--- config.mk ---
export PLATFORM = sky130hd
export DESIGN_NAME = lzc_norm_sched
export DESIGN_NICKNAME = d
export VERILOG_FILES = /design/src/rtl/lzc_norm_sched_pkg.sv /design/src/rtl/lzc24_norm.sv /design/src/rtl/lzc_norm_sched.sv
export SDC_FILE = /design/constraint.sdc
export NUM_CORES = 1
export LEC_CHECK = 0
export ABC_AREA = 1
export CORE_MARGIN = 5
export CORE_UTILIZATION = 40
export CTS_BUF_LIST = sky130_fd_sc_hd__clkbuf_8
export CTS_CLUSTER_DIAMETER = 60
export DETAILED_ROUTE_END_ITERATION = 10
export PLACE_DENSITY = 0.74
export SYNTH_ARGS = -nofsm -noshare
export SYNTH_HDL_FRONTEND = slang
export SYNTH_SLANG_ARGS = --single-unit
export TNS_END_PERCENT = 5
--- constraint.sdc ---
create_clock -name CLK -period 3.9 [get_ports CLK]
set_input_delay 0.78 -clock CLK [delete_from_list [all_inputs] [get_ports CLK]]
set_output_delay 0.78 -clock CLK [all_outputs]
set_load 0.02 [all_outputs]
--- src/rtl/lzc_norm_sched_pkg.sv ---
// ----------------------------------------------------------------------------
// lzc_norm_sched_pkg
//   Shared constants and the round-robin pick helper for the LZC/normalize
//   scheduler.
//   MANT_W  : mantissa width handled by the shared datapath
//   SHIFT_W : width of the leading-zero count
//   MAX_REQ : widest requester vector rr_pick can arbitrate
// ----------------------------------------------------------------------------
package lzc_norm_sched_pkg;

   localparam int MANT_W  = 24;
   localparam int SHIFT_W = 5;
   localparam int MAX_REQ = 8;

   // One-hot grant for the first valid requester found when searching
   // ptr, ptr+1, ... modulo nreq. Returns zero when nothing is valid.
   function automatic logic [MAX_REQ-1:0] rr_pick(input logic [MAX_REQ-1:0] valid,
                                                  input logic [2:0]         ptr,
                                                  input int                 nreq);
      logic [MAX_REQ-1:0] grant;
      logic               found;
      logic [2:0]         idx;
      grant = {MAX_REQ{1'b0}};
      found = 1'b0;
      for (int k = 0; k < MAX_REQ; k++) begin
         idx = 3'((int'(ptr) + k) % nreq);
         if ((k < nreq) && !found && valid[idx]) begin
            grant[idx] = 1'b1;
            found      = 1'b1;
         end
      end
      return grant;
   endfunction

endpackage

--- src/rtl/lzc24_norm.sv ---
// ----------------------------------------------------------------------------
// lzc24_norm
//   Combinational 24-bit leading-zero count with barrel left shift.
//   i_mant  : mantissa to normalize
//   o_norm  : i_mant shifted left by o_shift (MSB set unless o_zero)
//   o_shift : number of leading zeros, 0..23 (0 for an all-zero input)
//   o_zero  : i_mant is all zero
// ----------------------------------------------------------------------------
module lzc24_norm
   import lzc_norm_sched_pkg::*;
(
   input  logic [MANT_W-1:0]  i_mant,
   output logic [MANT_W-1:0]  o_norm,
   output logic [SHIFT_W-1:0] o_shift,
   output logic               o_zero
);

   logic [SHIFT_W-1:0] w_lzc;

   // Leading-zero count: scanning upward, the highest set bit is the last writer.
   always_comb begin
      w_lzc = {SHIFT_W{1'b0}};
      for (int i = 0; i < MANT_W; i++) begin
         if (i_mant[i]) begin
            w_lzc = SHIFT_W'(MANT_W - 1 - i);
         end else begin
            w_lzc = w_lzc;
         end
      end
   end

   // An all-zero input leaves w_lzc at 0, so o_norm is 0 with no extra muxing.
   assign o_zero  = (i_mant == {MANT_W{1'b0}});
   assign o_shift = w_lzc;
   assign o_norm  = i_mant << w_lzc;

endmodule

--- src/rtl/lzc_norm_sched.sv ---
// ----------------------------------------------------------------------------
// lzc_norm_sched
//   Round-robin scheduler sharing one LZC/normalize datapath among NREQ
//   requesters through a 2-stage pipeline (operand capture, LZC+shift).
//   CLK, RESET          : clock, asynchronous active-high reset
//   flush               : synchronous pipeline clear
//   req_valid/req_mant  : per-requester request, mantissa i at [24*i+23:24*i]
//   req_ready           : per-requester accept, one-hot or zero
//   rsp_valid/rsp_ready : backpressured response handshake
//   rsp_id/norm/shift/zero : requester index, normalized mantissa, LZC, zero flag
//   busy                : either pipeline stage occupied
// ----------------------------------------------------------------------------
module lzc_norm_sched
   import lzc_norm_sched_pkg::*;
#(
   parameter int NREQ = 4,
   parameter int IDW  = 2
)(
   input  logic                   CLK,
   input  logic                   RESET,
   input  logic                   flush,
   input  logic [NREQ-1:0]        req_valid,
   input  logic [MANT_W*NREQ-1:0] req_mant,
   output logic [NREQ-1:0]        req_ready,
   output logic                   rsp_valid,
   input  logic                   rsp_ready,
   output logic [IDW-1:0]         rsp_id,
   output logic [MANT_W-1:0]      rsp_norm,
   output logic [SHIFT_W-1:0]     rsp_shift,
   output logic                   rsp_zero,
   output logic                   busy
);

   logic [IDW-1:0]     r_rr_ptr;
   logic               r_s1_vld;
   logic [IDW-1:0]     r_s1_id;
   logic [MANT_W-1:0]  r_s1_mant;
   logic               r_s2_vld;
   logic [IDW-1:0]     r_s2_id;
   logic [MANT_W-1:0]  r_s2_norm;
   logic [SHIFT_W-1:0] r_s2_shift;
   logic               r_s2_zero;

   logic               w_s2_adv;
   logic               w_s1_adv;
   logic [NREQ-1:0]    w_grant;
   logic [IDW-1:0]     w_grant_idx;
   logic [MANT_W-1:0]  w_sel_mant;
   logic [IDW-1:0]     w_ptr_nxt;
   logic               w_hs;
   logic [MANT_W-1:0]  w_norm;
   logic [SHIFT_W-1:0] w_shift;
   logic               w_zero;

   // A stage may load when it is empty or its content moves on this edge.
   assign w_s2_adv = ~r_s2_vld | rsp_ready;
   assign w_s1_adv = ~r_s1_vld | w_s2_adv;

   assign w_grant   = NREQ'(rr_pick(MAX_REQ'(req_valid), 3'(r_rr_ptr), NREQ));
   // RESET also masks req_ready so no requester sees an accept while in reset.
   assign req_ready = w_grant & {NREQ{w_s1_adv & ~flush & ~RESET}};
   assign w_hs      = |req_ready;

   // Encode the one-hot grant and select the winning mantissa (AND-OR mux).
   always_comb begin
      w_grant_idx = {IDW{1'b0}};
      w_sel_mant  = {MANT_W{1'b0}};
      for (int i = 0; i < NREQ; i++) begin
         w_grant_idx = w_grant_idx | (w_grant[i] ? IDW'(i) : {IDW{1'b0}});
         w_sel_mant  = w_sel_mant | (req_mant[i*MANT_W +: MANT_W] & {MANT_W{w_grant[i]}});
      end
   end

   assign w_ptr_nxt = (w_grant_idx == IDW'(NREQ - 1)) ? {IDW{1'b0}} : (w_grant_idx + IDW'(1));

   // Round-robin pointer: moves just past the winner on every accepted request.
   always_ff @(posedge CLK or posedge RESET) begin
      if (RESET) begin
         r_rr_ptr <= {IDW{1'b0}};
      end else if (w_hs) begin
         r_rr_ptr <= w_ptr_nxt;
      end else begin
         r_rr_ptr <= r_rr_ptr;
      end
   end

   // Stage 1: capture the granted requester's id and mantissa.
   always_ff @(posedge CLK or posedge RESET) begin
      if (RESET) begin
         r_s1_vld  <= 1'b0;
         r_s1_id   <= {IDW{1'b0}};
         r_s1_mant <= {MANT_W{1'b0}};
      end else if (flush) begin
         r_s1_vld  <= 1'b0;
      end else if (w_s1_adv) begin
         r_s1_vld  <= w_hs;
         if (w_hs) begin
            r_s1_id   <= w_grant_idx;
            r_s1_mant <= w_sel_mant;
         end
      end
   end

   lzc24_norm u_lzc (
      .i_mant  (r_s1_mant),
      .o_norm  (w_norm),
      .o_shift (w_shift),
      .o_zero  (w_zero)
   );

   // Stage 2: register the normalized result; holds while the consumer stalls.
   always_ff @(posedge CLK or posedge RESET) begin
      if (RESET) begin
         r_s2_vld   <= 1'b0;
         r_s2_id    <= {IDW{1'b0}};
         r_s2_norm  <= {MANT_W{1'b0}};
         r_s2_shift <= {SHIFT_W{1'b0}};
         r_s2_zero  <= 1'b0;
      end else if (flush) begin
         r_s2_vld   <= 1'b0;
      end else if (w_s2_adv) begin
         r_s2_vld   <= r_s1_vld;
         if (r_s1_vld) begin
            r_s2_id    <= r_s1_id;
            r_s2_norm  <= w_norm;
            r_s2_shift <= w_shift;
            r_s2_zero  <= w_zero;
         end
      end
   end

   assign rsp_valid = r_s2_vld;
   assign rsp_id    = r_s2_id;
   assign rsp_norm  = r_s2_norm;
   assign rsp_shift = r_s2_shift;
   assign rsp_zero  = r_s2_zero;
   assign busy      = r_s1_vld | r_s2_vld;

endmodule

==> flow_metrics.tcl, run 1 <==
set metrics [dict create \
    die_x_um 117 \
    setup_viol 0 \
    path_delay_family "buffers and inverters" \
    antenna_left 0 \
    synth_warnings 0 \
    async_flop_share 1.00 \
    synth_top_family_by_area "simple AND/OR/NAND/NOR gates" \
    max-slew-margin-rel 0.498 \
    antenna_cells 0 \
    grt_pass1_vias 4954 \
    worstHoldEndpoint "rsp_norm[12]$_DFFE_PP0P_" \
    clk_pin_slew_worst_paths_ps 70 \
    synth_most_common_cell "nand2_1" \
    cts-resized-gates 0 \
    initial_core_util 0.413 \
    r2r_start "r_s1_mant[1]$_DFFE_PP0P_" \
    start_kind "flop" \
    ys_top_cells_by_area "dfrtp_1 (34%), nand2_1 (15%), nand3_1 (15%), inv_1 (4.8%), a221oi_1 (4.6%)" \
    num_rows 38 \
    wl_mm 14.2 \
    clock_path_buffers 2 \
    yosys.area_share.adder 0.0110 \
    drt-initial-drc-count 386 \
    p_leak_nw 2.92 \
    syn_nets 767 \
    die_h_um 117 \
    synth_edf_count 0 \
    peakVddDrop_mv 0.528 \
    hold_buffers 0 \
    rsz0062_at_grt "no" \
    crit_path_max_incr_delay_ps 600 \
    ys_seq_area_frac 0.342 \
    portBuffers 141 \
    insertion_delay_ps 350 \
    dr.pass1.iters 5 \
    min_from "rsp_norm[12]$_DFFE_PP0P_" \
    synthTopCellsByCount "nand2_1 (181), nand3_1 (133), dfrtp_1 (62)" \
    power.density_nw_per_um2 996 \
    core_um2 11000 \
    yosys.area.top_type_share 0.342 \
    max_cap_viol_count 0 \
    synth_ff_type "dfrtp_1" \
    syn-cell-area_um2 4540 \
    cp.arrival_ps 2920 \
    globalplace.congestion 0.913 \
    status "completed" \
    grt_pass1_wl_mm 23.7 \
    hold_path_class "reg2reg" \
    dp_hpwl_mm 11.2 \
    die-area_um2 13600 \
    cts_root_buf "clkbuf_8" \
    pre_cts_slack_ps 177 \
    drc 0 \
    syn_avg_cell_area_um2 6.89 \
    synth_xor_area_frac 0 \
    wire_per_inst_um 15.3 \
    antenna_found_initial 0 \
    syn_to_final_growth_pct 38.0 \
    hold_viol 0 \
    synth-simple-area-share 0.358 \
    clock_sinks 62 \
    critPathKind "reg2out" \
    r2r_setup_slack_ps 990 \
    period_needed_ps 3700 \
    netlist_instances 659 \
    cp_num_buf_inv 5 \
    nets 894 \
    fin_ws_ps 199 \
    ctsHtreeMaxLevel 3 \
    r2r_cells 31 \
    slew_viol_final 0 \
    cts_buffers 9 \
    max_freq_ghz 0.270 \
    grt_max_degree 63 \
    cp.required_ps 3120 \
    fin_skew_ps 5.35 \
    tightest_slew_ps 752 \
    crit_chain "inv_2, ha_1, inv_1, o21ai_1, nor4_2, inv_2, o21ai_2, nand2_1, inv_1, clkdlybuf4s50_1" \
    ios 142 \
    grt_overflow 0 \
    vias 5027 \
    track_usage 0.217 \
    cts_tree "built" \
    cp_max_fo 10 \
    vias_per_cell 5.40 \
    cpMaxStageDelayCell "clkdlybuf4s50_1" \
    synthMuxAreaShare 0 \
    timing.rr.end "rsp_norm[19]$_DFFE_PP0P_" \
    tns_ps 0 \
    yosys.area.top_type "dfrtp_1" \
    ys_ff_latch 62 \
    power.total_mw 6.23 \
    drive_above_1_share 0.0809 \
    yosysUniqueCellTypes 36 \
    critPathCaptureType "output pin" \
    hold_depth 2 \
    synth_compound_area_frac 0.192 \
    fin_crit_sh 0.949 \
]
[worst max path at each step]
stage | startpoint | end | slack [ps] | cells past startpoint
6_report | r_rr_ptr[0]$_DFFE_PP0N_ | req_ready[1] | 200 | 10
5_1_grt | r_rr_ptr[0]$_DFFE_PP0N_ | req_ready[1] | 10 | 10
4_1_cts | req_valid[3] | req_ready[1] | 160 | 11
3_5_place_dp | req_valid[3] | req_ready[1] | 180 | 11
3_3_place_gp | req_valid[3] | req_ready[0] | 230 | 11
2_1_floorplan | RESET | req_ready[1] | 460 | 5
[cells in the final DEF, fill, tap and decap left out, types with 2 or more instances in the layout]
cell type | Yosys | layout
nand2_1 | 181 | 181
clkdlybuf4s50_1 | 0 | 141
nand3_1 | 133 | 133
dfrtp_1 | 62 | 62
inv_1 | 58 | 57
o21ai_0 | 29 | 29
nor2_1 | 26 | 26
o21ai_1 | 25 | 25
a22o_1 | 24 | 24
a221oi_1 | 24 | 24
inv_2 | 11 | 12
clkbuf_8 | 0 | 10
buf_4 | 2 | 10
a21oi_1 | 7 | 7
nand3_2 | 5 | 5
nand2_2 | 4 | 4
o21ai_2 | 4 | 4
o22ai_1 | 4 | 4
ha_1 | 4 | 4
nand4_1 | 3 | 3
nand2_4 | 2 | 2
nor4_1 | 2 | 2
nor3_1 | 2 | 2
a21oi_2 | 2 | 2
o21ai_4 | 2 | 2
bufinv_16 | 0 | 2
clkinvlp_4 | 0 | 2
clkinv_2 | 0 | 2
[power by group]
part	internal (mW)	total (mW)	switching, mW
Sequential	0.930	1.17	0.235
Clock	0.375	0.632	0.257
Combinational	1.69	4.44	2.75
Total	2.99	6.23	3.24
[per-stage QoR]
step / area [µm²] / util / cells / hold WS [ps]
3_5_place_dp: 6030 / 0.549 / 914 / 465
6_report: 6260 / 0.570 / 931 / 480
4_1_cts: 6250 / 0.569 / 930 / 485
3_3_place_gp: 6030 / 0.549 / 914 / 463
5_1_grt: 6260 / 0.570 / 931 / 513
2_1_floorplan: 4540 / - / 659 / 475
[routing by layer]
layer	wire length, µm	global-route usage	part of all wire
met2	6650	0.362	0.47
met5	0	0	0
met1	5990	0.273	0.42
met3	1370	0.0668	0.096
met4	225	0.0588	0.016
[worst reg2reg max path, delay by kind of cell, from the launching register on]
family	cells	cell delay [ps]
and+or+nand+nor	29	2300
DFF	1	410
buffers and inverters	2	160
[registers in the layout, indices dropped and copies added (netlist names)]
signal,count
r_rr_ptr,2
r_s1_id,2
r_s1_mant,24
r_s1_vld,1
rsp_id,2
rsp_norm,24
rsp_shift,5
rsp_valid,1
rsp_zero,1
[final cells by class]
class                           instances  area, µm²
Clock buffer                           10        138
Fill cell                            1035       4720
Timing Repair Buffer                  152       1510
Sequential cell                        62       1550
Inverter                               69        259
Tap cell                              140        175
Clock inverter                          6       85.1
Multi-Input combinational cell        492       2550
[timing repair]
action / in CTS / in global routing
endpoints found under the hold margin: 0 / 0
setup endpoints to repair: 0 / 2
buffers inserted: 0 / 1
[cells by family (layout without fill, tap and decap cells)]
family,Yosys count,after routing
simple gates,363,363
buf+inv,105,237
compound gates,125,125
flops,62,62
fa+ha+maj,4,4
Note: power is estimated with default switching activity, not from simulation.
==> inputs of run 2 (changes only) <==
==> constraint.sdc (replaced) <==
create_clock -name CLK -period 3.9 [get_ports CLK]
set_input_delay 0.78 -clock CLK [delete_from_list [all_inputs] [get_ports CLK]]
set_output_delay 0.78 -clock CLK [all_outputs]
set_load 0.005 [all_outputs]
==> flow_metrics.tcl, run 2 (synthesized netlist as in run 1, its figures left out) <==
set metrics [dict create \
    rsz0062_at_grt "no" \
    crit_path_max_incr_delay_ps 500 \
    globalplace.congestion 0.910 \
    grt_overflow 0 \
    post_cts_buffers 0 \
    antenna_found_initial 0 \
    nets 893 \
    grt_max_degree 63 \
    fin_util 0.568 \
    antenna_left 0 \
    power.density_nw_per_um2 967 \
    cp_max_fo 4 \
    setup_viol 0 \
    nFillCells 1077 \
    track_usage 0.224 \
    tns_ps 0 \
    hold_buffers 0 \
    critPathCaptureType "output pin" \
    max_cap_viol_count 0 \
    fin_crit_sh 0.929 \
    die_x_um 117 \
    drive_above_1_share 0.0773 \
    tightest_slew_ps 759 \
    cp.required_ps 3120 \
    drc 0 \
    period_needed_ps 3620 \
    die-area_um2 13600 \
    wl_mm 14.4 \
    core_um2 11000 \
    cts-resized-gates 0 \
    syn_to_final_growth_pct 37.4 \
    peakVddDrop_mv 0.603 \
    dp_hpwl_mm 11.3 \
    cts_tree "built" \
    hold_path_class "reg2reg" \
    cpMaxStageDelayCell "clkdlybuf4s50_1" \
    hold_viol 0 \
    slew_viol_final 0 \
    crit_chain "clkdlybuf4s50_1, inv_1, o21ai_1, nand2_1, o21ai_1, nand2_1, o22ai_1, a21oi_1, o21ai_2, nand2_1, inv_1, clkdlybuf4s50_1" \
    path_delay_family "buffers and inverters" \
    drt-initial-drc-count 493 \
    clock_sinks 62 \
    min_from "rsp_shift[3]$_DFFE_PP0P_" \
    fin_ws_ps 276 \
    power.total_mw 6.03 \
    fin_skew_ps 10.5 \
    ios 142 \
    grt_pass1_wl_mm 24.3 \
    start_kind "primary input" \
    crit_start "req_valid[1]" \
    dr.pass1.iters 5 \
    portBuffers 141 \
    max_freq_ghz 0.276 \
    cp.arrival_ps 2840 \
    final_cell_mix "nand2_1 (181), clkdlybuf4s50_1 (141), nand3_1 (133), dfrtp_1 (62), inv_1 (58)" \
    vias 5069 \
    cp_num_buf_inv 4 \
    mostFrequentLayoutCell "nand2_1" \
    cts_root_buf "clkbuf_8" \
    pre_cts_slack_ps 280 \
    grt_pass1_vias 5047 \
    critPathKind "in2out" \
    vias_per_cell 5.46 \
    max-slew-margin-rel 0.494 \
    insertion_delay_ps 350 \
    clock_path_buffers 2 \
    ctsHtreeMaxLevel 3 \
    clk_pin_slew_worst_paths_ps 60 \
    r2r_start "r_s1_mant[1]$_DFFE_PP0P_" \
    wire_per_inst_um 15.5 \
    cts_buffers 9 \
    initial_core_util 0.413 \
    die_h_um 117 \
    status "completed" \
    num_rows 38 \
    crit_path_frequent_cell "nand2_1" \
    p_leak_nw 2.91 \
    final_cells 929 \
    antenna_cells 0 \
    dp_cells 914 \
]
run 2: metrics by stage:
stage,hold slack (ps),cell area (µm²)
floorplan,472,4540
global placement,463,6030
detailed placement,468,6030
CTS,486,6230
global route,513,6230
finish,481,6230
run 2: layer usage:
metal	up-vias	track usage	wire length, µm
met4	0	0.0727	254
met1	2309	0.280	5870
met2	238	0.374	6870
li1	2499	-	-
met5	-	0	0
met3	23	0.0627	1450
run 2: where the power goes:
part / internal [mW] / total, mW / switching [mW] / leakage (nW)
sequential: 0.930 / 1.17 / 0.242 / 0.791
clock: 0.350 / 0.596 / 0.246 / 0.110
combinational: 1.68 / 4.26 / 2.58 / 2.01
run 2: cell type report:
class / count / area, µm² / area share
well taps: 140 / 175 / 0.0281
repair buffers: 151 / 1500 / 0.240
flip-flops and latches: 62 / 1550 / 0.249
clock buffers: 9 / 124 / 0.0199
inverters: 69 / 259 / 0.0415
multi-input cells: 492 / 2550 / 0.409
clock inverters: 6 / 78.8 / 0.0126
run 2: final timing paths:
check | to | slack (ps) | cells past startpoint
setup / recovery | req_ready[1] | 280 | 12
hold / removal | rsp_shift[3]$_DFFE_PP0P_ | 480 | 2
setup reg to reg | rsp_norm[19]$_DFFE_PP0P_ | 990 | 31
hold reg to reg | rsp_shift[3]$_DFFE_PP0P_ | 480 | 2
max in group asynchronous | r_s1_mant[12]$_DFFE_PP0P_ | 2390 | 3
min in group asynchronous | rsp_norm[23]$_DFFE_PP0P_ | 1020 | 3
run 2: worst register-to-register path, delay by kind of cell, from the launching register on:
family        cells  cell delay, ps
simple gates     29            2290
flops             1             410
buf+inv           2             150
